==> src/rtl/brp.sv <==
// Branch predictor and resolution unit.
// The fetch stage looks up a direct-mapped branch target buffer with 2-bit
// saturating counters; the lookup is combinational, so the prediction is
// ready in the same cycle. The execute stage resolves the branch from the
// comparator flags and funct3, flags a misprediction together with the
// correct next PC, trains the table and keeps saturating statistics.
module brp #(
  parameter int ENTRIES = 16,
  parameter int IDX_W   = $clog2(ENTRIES)
) (
  input  logic        i_clk,
  input  logic        i_rst,
  // fetch-side lookup
  input  logic [31:0] i_pc,
  output logic        o_hit,
  output logic        o_pred_taken,
  output logic [31:0] o_pred_target,
  // execute-side resolution and training
  input  logic        i_upd_valid,
  input  logic [31:0] i_upd_pc,
  input  logic [2:0]  i_upd_funct3,
  input  logic        i_br_less,
  input  logic        i_br_equal,
  input  logic [31:0] i_upd_target,
  input  logic        i_upd_pred_taken,
  input  logic [31:0] i_upd_pred_target,
  output logic        o_mispredict,
  output logic [31:0] o_redirect_pc,
  // statistics
  output logic [15:0] o_br_cnt,
  output logic [15:0] o_miss_cnt
);

  // PC bits [1:0] are never part of index or tag.
  localparam int TAG_W = 30 - IDX_W;

  localparam logic [1:0]  CTR_MIN   = 2'b00;
  localparam logic [1:0]  CTR_RESET = 2'b01;
  localparam logic [1:0]  CTR_ALLOC = 2'b10;
  localparam logic [1:0]  CTR_MAX   = 2'b11;
  localparam logic [15:0] CNT_MAX   = 16'hFFFF;
  localparam logic [15:0] CNT_ONE   = 16'd1;
  localparam logic [31:0] PC_STEP   = 32'd4;

  localparam logic [2:0] F3_BEQ  = 3'b000;
  localparam logic [2:0] F3_BNE  = 3'b001;
  localparam logic [2:0] F3_BLT  = 3'b100;
  localparam logic [2:0] F3_BGE  = 3'b101;
  localparam logic [2:0] F3_BLTU = 3'b110;
  localparam logic [2:0] F3_BGEU = 3'b111;

  // ---------------------------------------------------------------------------
  // Helper functions
  // ---------------------------------------------------------------------------

  // True for the six conditional-branch encodings; 010/011 are reserved.
  function automatic logic br_legal(input logic [2:0] funct3);
    logic legal;
    case (funct3)
      F3_BEQ, F3_BNE, F3_BLT, F3_BGE, F3_BLTU, F3_BGEU: legal = 1'b1;
      default:                                          legal = 1'b0;
    endcase
    return legal;
  endfunction

  // Actual outcome. Signedness is already chosen by the comparator, so the
  // signed and unsigned pairs decode identically here.
  function automatic logic br_taken(input logic [2:0] funct3,
                                    input logic       less,
                                    input logic       equal);
    logic taken;
    case (funct3)
      F3_BEQ:  taken = equal;
      F3_BNE:  taken = !equal;
      F3_BLT:  taken = less;
      F3_BGE:  taken = !less;
      F3_BLTU: taken = less;
      F3_BGEU: taken = !less;
      default: taken = 1'b0;
    endcase
    return taken;
  endfunction

  // 2-bit saturating counter step: up on taken, down on not-taken.
  function automatic logic [1:0] ctr_train(input logic [1:0] ctr,
                                           input logic       taken);
    logic [1:0] nxt;
    if (taken) begin
      if (ctr == CTR_MAX) begin
        nxt = CTR_MAX;
      end else begin
        nxt = ctr + 2'd1;
      end
    end else begin
      if (ctr == CTR_MIN) begin
        nxt = CTR_MIN;
      end else begin
        nxt = ctr - 2'd1;
      end
    end
    return nxt;
  endfunction

  // ---------------------------------------------------------------------------
  // Storage
  // ---------------------------------------------------------------------------
  logic             valid_r  [ENTRIES];
  logic [TAG_W-1:0] tag_r    [ENTRIES];
  logic [31:0]      target_r [ENTRIES];
  logic [1:0]       ctr_r    [ENTRIES];

  logic [15:0] br_cnt_r;
  logic [15:0] miss_cnt_r;

  // ---------------------------------------------------------------------------
  // Fetch lookup
  // ---------------------------------------------------------------------------
  logic [IDX_W-1:0] lk_idx_s;
  logic [TAG_W-1:0] lk_tag_s;
  logic             lk_hit_s;

  // Asynchronous table read for zero-cycle prediction; no bypass of a
  // same-cycle update, so the pre-update entry is returned.
  always_comb begin
    lk_idx_s     = i_pc[IDX_W+1:2];
    lk_tag_s     = i_pc[31:IDX_W+2];
    lk_hit_s     = valid_r[lk_idx_s] && (tag_r[lk_idx_s] == lk_tag_s);
    o_hit        = lk_hit_s;
    o_pred_taken = lk_hit_s && ctr_r[lk_idx_s][1];
    if (lk_hit_s) begin
      o_pred_target = target_r[lk_idx_s];
    end else begin
      o_pred_target = i_pc + PC_STEP;
    end
  end

  // ---------------------------------------------------------------------------
  // Execute resolution
  // ---------------------------------------------------------------------------
  logic upd_legal_s;
  logic taken_s;

  // Outcome decode, misprediction detect and redirect PC; redirect is always
  // driven so execute can use it without qualifying on the mispredict flag.
  always_comb begin
    upd_legal_s  = i_upd_valid && br_legal(i_upd_funct3);
    taken_s      = br_taken(i_upd_funct3, i_br_less, i_br_equal);
    o_mispredict = upd_legal_s &&
                   ((taken_s != i_upd_pred_taken) ||
                    (taken_s && (i_upd_pred_target != i_upd_target)));
    if (taken_s) begin
      o_redirect_pc = i_upd_target;
    end else begin
      o_redirect_pc = i_upd_pc + PC_STEP;
    end
  end

  // ---------------------------------------------------------------------------
  // Training
  // ---------------------------------------------------------------------------
  logic [IDX_W-1:0] up_idx_s;
  logic [TAG_W-1:0] up_tag_s;
  logic             up_hit_s;
  logic             wr_en_s;
  logic [31:0]      wr_target_s;
  logic [1:0]       wr_ctr_s;

  // Decide the table write: train on hit, allocate on taken miss (evicting any
  // alias at that index), leave the table alone on a not-taken miss.
  always_comb begin
    up_idx_s    = i_upd_pc[IDX_W+1:2];
    up_tag_s    = i_upd_pc[31:IDX_W+2];
    up_hit_s    = valid_r[up_idx_s] && (tag_r[up_idx_s] == up_tag_s);
    wr_en_s     = 1'b0;
    wr_target_s = target_r[up_idx_s];
    wr_ctr_s    = ctr_r[up_idx_s];
    if (upd_legal_s) begin
      if (up_hit_s) begin
        wr_en_s  = 1'b1;
        wr_ctr_s = ctr_train(ctr_r[up_idx_s], taken_s);
        if (taken_s) begin
          wr_target_s = i_upd_target;
        end else begin
          wr_target_s = target_r[up_idx_s];
        end
      end else if (taken_s) begin
        wr_en_s     = 1'b1;
        wr_ctr_s    = CTR_ALLOC;
        wr_target_s = i_upd_target;
      end else begin
        wr_en_s = 1'b0;
      end
    end else begin
      wr_en_s = 1'b0;
    end
  end

  // Table state: reset wins over a same-edge update.
  always_ff @(posedge i_clk) begin
    if (i_rst) begin
      for (int i = 0; i < ENTRIES; i++) begin
        valid_r[i]  <= 1'b0;
        tag_r[i]    <= '0;
        target_r[i] <= 32'h0000_0000;
        ctr_r[i]    <= CTR_RESET;
      end
    end else if (wr_en_s) begin
      valid_r[up_idx_s]  <= 1'b1;
      tag_r[up_idx_s]    <= up_tag_s;
      target_r[up_idx_s] <= wr_target_s;
      ctr_r[up_idx_s]    <= wr_ctr_s;
    end
  end

  // ---------------------------------------------------------------------------
  // Statistics
  // ---------------------------------------------------------------------------

  // Saturating branch and misprediction counters.
  always_ff @(posedge i_clk) begin
    if (i_rst) begin
      br_cnt_r   <= 16'h0000;
      miss_cnt_r <= 16'h0000;
    end else begin
      if (upd_legal_s && (br_cnt_r != CNT_MAX)) begin
        br_cnt_r <= br_cnt_r + CNT_ONE;
      end
      if (o_mispredict && (miss_cnt_r != CNT_MAX)) begin
        miss_cnt_r <= miss_cnt_r + CNT_ONE;
      end
    end
  end

  assign o_br_cnt   = br_cnt_r;
  assign o_miss_cnt = miss_cnt_r;

endmodule

==> config.mk <==
export PLATFORM = sky130hd
export DESIGN_NAME = brp
export DESIGN_NICKNAME = d
export VERILOG_FILES = /design/src/rtl/brp.sv
export SDC_FILE = /design/constraint.sdc
export NUM_CORES = 2
export LEC_CHECK = 0
export CORE_MARGIN = 2
export CORE_UTILIZATION = 55
export CTS_BUF_LIST = sky130_fd_sc_hd__clkbuf_4 sky130_fd_sc_hd__clkbuf_8 sky130_fd_sc_hd__clkbuf_16
export CTS_CLUSTER_DIAMETER = 30
export DETAILED_ROUTE_END_ITERATION = 8
export GPL_TIMING_DRIVEN = 0
export PLACE_DENSITY = 0.76
export SLEW_MARGIN = 20
export SYNTH_ARGS = -nofsm -noshare
export SYNTH_HDL_FRONTEND = slang
export SYNTH_SLANG_ARGS = --single-unit
==> constraint.sdc <==
create_clock -name i_clk -period 7.6 [get_ports i_clk]
set_input_delay 2.28 -clock i_clk [delete_from_list [all_inputs] [get_ports i_clk]]
set_output_delay 2.28 -clock i_clk [all_outputs]
set_load 0.1 [all_outputs]
==> summary.txt <==
STA
  – Post-route setup TNS: -63.53 ns
  – Slew HR: 0.149
  – Final setup viols: approximately 420
  – Final Hold Viols: 0
  – Clock Skew: approximately 0.068 ns
  – Fmax: roughly 120 MHz
  – RSZ-0062 raised after global routing: true
  – Final min period: ~8 ns
  – Crit share post-route: 1.08
  – Max Slew Vio Count: 0
  – Slew @ Worst Pin: about 1.3 ns
  – Final worst slack: -0.582 ns

Worst setup path
  – Crit. End Element: output pin
  – Required @ worst endpoint: 5.32 ns
  – CP Data Arrival Time: ~6 ns
  – Crit-path cells: clkdlybuf4s15_2 -> clkbuf_8 -> buf_4 -> mux4_2 -> xnor2_2 -> nand4_1 -> or4_4 -> buf_12 -> buf_12 -> mux2_4 -> buf_12
  – Crit Path Category: primary input to output pin
  – Type of origin of the critical path: primary input
  – Crit path max-delay cell type: or4_4
  – CP Max Fanout: 10
  – Critical Path Max Stage Delay: approximately 0.57 ns
  – Worst path most repeated cell: buf_12

CTS
  – Later-pin clock latency in the skew report: between 0.8 and 0.9 ns
  – CTS buffer count: approximately 200
  – CTS tree: yes
  – Hold Buf Count CTS: 0
  – Sink Count: ~1.0k
  – Reg clk slew, reported paths: 0.05 ns
  – Clock tree buffer depth: 3
  – CTS H-Tree Depth: 4
  – CTS Root Cell: clkbuf_16

Route
  – Antenna viol nets, final: 0
  – Via count: roughly 38k
  – DRT Pass-1 Iters: 9
  – 1st-iter DRT viols: 6924
  – WL/cell: between 30 and 40 µm
  – Final WL: about 210000 µm
  – DRC violations left: 0
  – Vias per Instance: around 7

Synthesis
  – Netlist Area Pre-Place: approximately 52000 µm²
  – Post-synthesis sequential area ratio: 0.574
  – Async S/R FF share, synth: 0
  – Top-count cell post-synth: edfxtp_1
  – Synth warnings: 0
  – Post-Syn Area per Cell: 14.5 µm²
  – Post-synth top area cell: edfxtp_1
  – Synth top cells by count: edfxtp_1, and2_1, mux4_2
  – Prevailing post-synth register cell: edfxtp_1
  – Yosys top cell area share: 0.555
  – Synth top area cells: edfxtp_1, mux4_2, and2_1, dfxtp_1, mux2i_1
  – Post-synth net total: ~3.7k
  – Post-synth EDFFs: 960
  – Synth unique cells: 66
  – Yosys reg bits: approximately 1k
  – Mapped Cells: between 3k and 4k

GRT
  – Largest net degree at the start of global routing: 33
  – GR Util All Layers: 0.419
  – Remaining Overflow, GRT: 0
  – Initial antenna violation count: 14
  – Vias in the first global route: between 30k and 40k
  – First-pass GRT wire length: 280000 µm

Place
  – Routability-driven placement congestion ratio: 1.00
  – Port bufs: 230
  – Post-placement cell count: between 5k and 6k
  – DP Wirelength: ~130000 µm
  – Setup WS pre-CTS: -3.61 ns

Floorplan
  – Cell Rows: about 110
  – Die extent in x: 311 µm
  – I/O Pins: 236
  – Initial Util: 0.556
  – Die area: 96900 µm²
  – Die Span Y: between 300 and 400 µm
  – Core ar.: around 93000 µm²

Outcome
  – Status: complete, but fails checks
  – Failing checks: setup timing

Cells and area
  – Fill count: 5938
  – Core Util, Final: 0.706
  – Nets: about 4.2k
  – Register area: about 30000 µm²
  – Syn-to-layout area delta: 27.0%
  – Multi-input gate area: roughly 21000 µm²
  – Cell Count, Final, Fillers Out: 5531
  – Layout cells sized above 1: 0.283

Run
  – Max-cap viol count: 0

Pwr
  – PD cells: 276 nW/µm²
  – Total power: 0.0182 W
  – Switching share of total power: 0.256
  – Peak VDD IR: between 200 and 250 µV
  – Logic pwr share: 0.118
  – Switching Power: between 0.004 and 0.005 W
  – Clock power share: 0.526
  – Sequential Power Share: 0.356
  – Internal: ~0.014 W
  – Static leakage: around 24 nW

Hold path
  – Min-Delay Path Class: register to register
-- cell families after synthesis --
family,share of synthesized area
compound gates,0.0276
xor+xnor,0.0260
fa+ha+maj,0.00188
buf+inv,0.0293
flops,0.574
mux,0.190
simple gates,0.152
-- routing by layer --
| layer | track usage | up-vias | part of all wire |
|---|---|---|---|
| met5 | 0.00593 | - | 0.0014 |
| met3 | 0.184 | 1025 | 0.16 |
| met4 | 0.296 | 20 | 0.087 |
| li1 | - | 14500 | - |
| met2 | 0.603 | 3739 | 0.43 |
| met1 | 0.505 | 18800 | 0.32 |
-- power groups by stage --
| stage | Sequential (W) | Combinational, W | Clock, W |
|---|---|---|---|
| final | 0.00648 | 0.00214 | 0.00956 |
| after global routing | 0.00650 | 0.00214 | 0.00977 |
| after CTS | 0.00647 | 0.00202 | 0.00948 |
| after detailed placement | 0.00657 | 0.00190 | 0 |
| after global placement | 0.00656 | 0.00185 | 0 |
| after floorplan | 0.00654 | 0.00111 | 0 |
-- worst max-delay path, delay by kind of cell --
family,cells,cell delay (ns)
XOR/XNOR,1,0.26
buffers and inverters,6,1.77
multiplexers,2,0.85
AND/OR/NAND/NOR,2,0.67
-- timing repair --
action,4_1_cts,5_1_grt
cloned,11,8
gates resized for setup,685,79
buffers inserted,24,23
pin swaps,9,13
endpoints found under the setup margin,515,282
endpoints found under the hold margin,0,0
-- worst paths after layout --
kind,start,to,slack (ns),depth (start not counted)
setup / recovery,i_pc[5],o_pred_target[24],-0.58,11
hold / removal,valid_r[10]$_DFF_P_,valid_r[10]$_DFF_P_,0.48,1
setup reg to reg,tag_r[3][12]$_SDFFCE_PN0P_,tag_r[9][18]$_SDFFCE_PN0P_,2.60,11
hold reg to reg,valid_r[10]$_DFF_P_,valid_r[10]$_DFF_P_,0.48,1
-- cells in the final DEF, fill, tap and decap left out, drive strengths merged, types with 48 or more instances in the layout --
cell	instances
clkbuf	460
nor2	77
edfxtp	960
o21ai	61
buf	223
mux2i	93
dfxtp	48
clkdlybuf4s50	154
clkinv	61
xnor2	104
nand2	131
xor2	50
and2	937
mux4	379
-- flip-flops by register name (all words and copies together), names as in the netlist --
name and cells:
ctr_r 32, target_r 512, o_miss_cnt 16, valid_r 16, tag_r 416, o_br_cnt 16
-- final cells by class --
type,count,area share
Timing Repair Buffer,304,0.0560
Inverter,22,0.00127
Clock inverter,138,0.0263
Multi-Input combinational cell,2235,0.324
Tap cell,1254,0.0238
Sequential cell,1008,0.451
Clock buffer,246,0.0851
Buffer,316,0.0320
Antenna cell,8,0.000303
-- stage by stage --
stage          instance area, µm²  hold slack, ns
3_3_place_gp                56000           0.447
2_1_floorplan               52100           0.438
3_5_place_dp                56600           0.459
6_report                    66000           0.478
5_1_grt                     66000           0.498
4_1_cts                     65600           0.473
No activity file was read; power rests on OpenSTA's default activity.
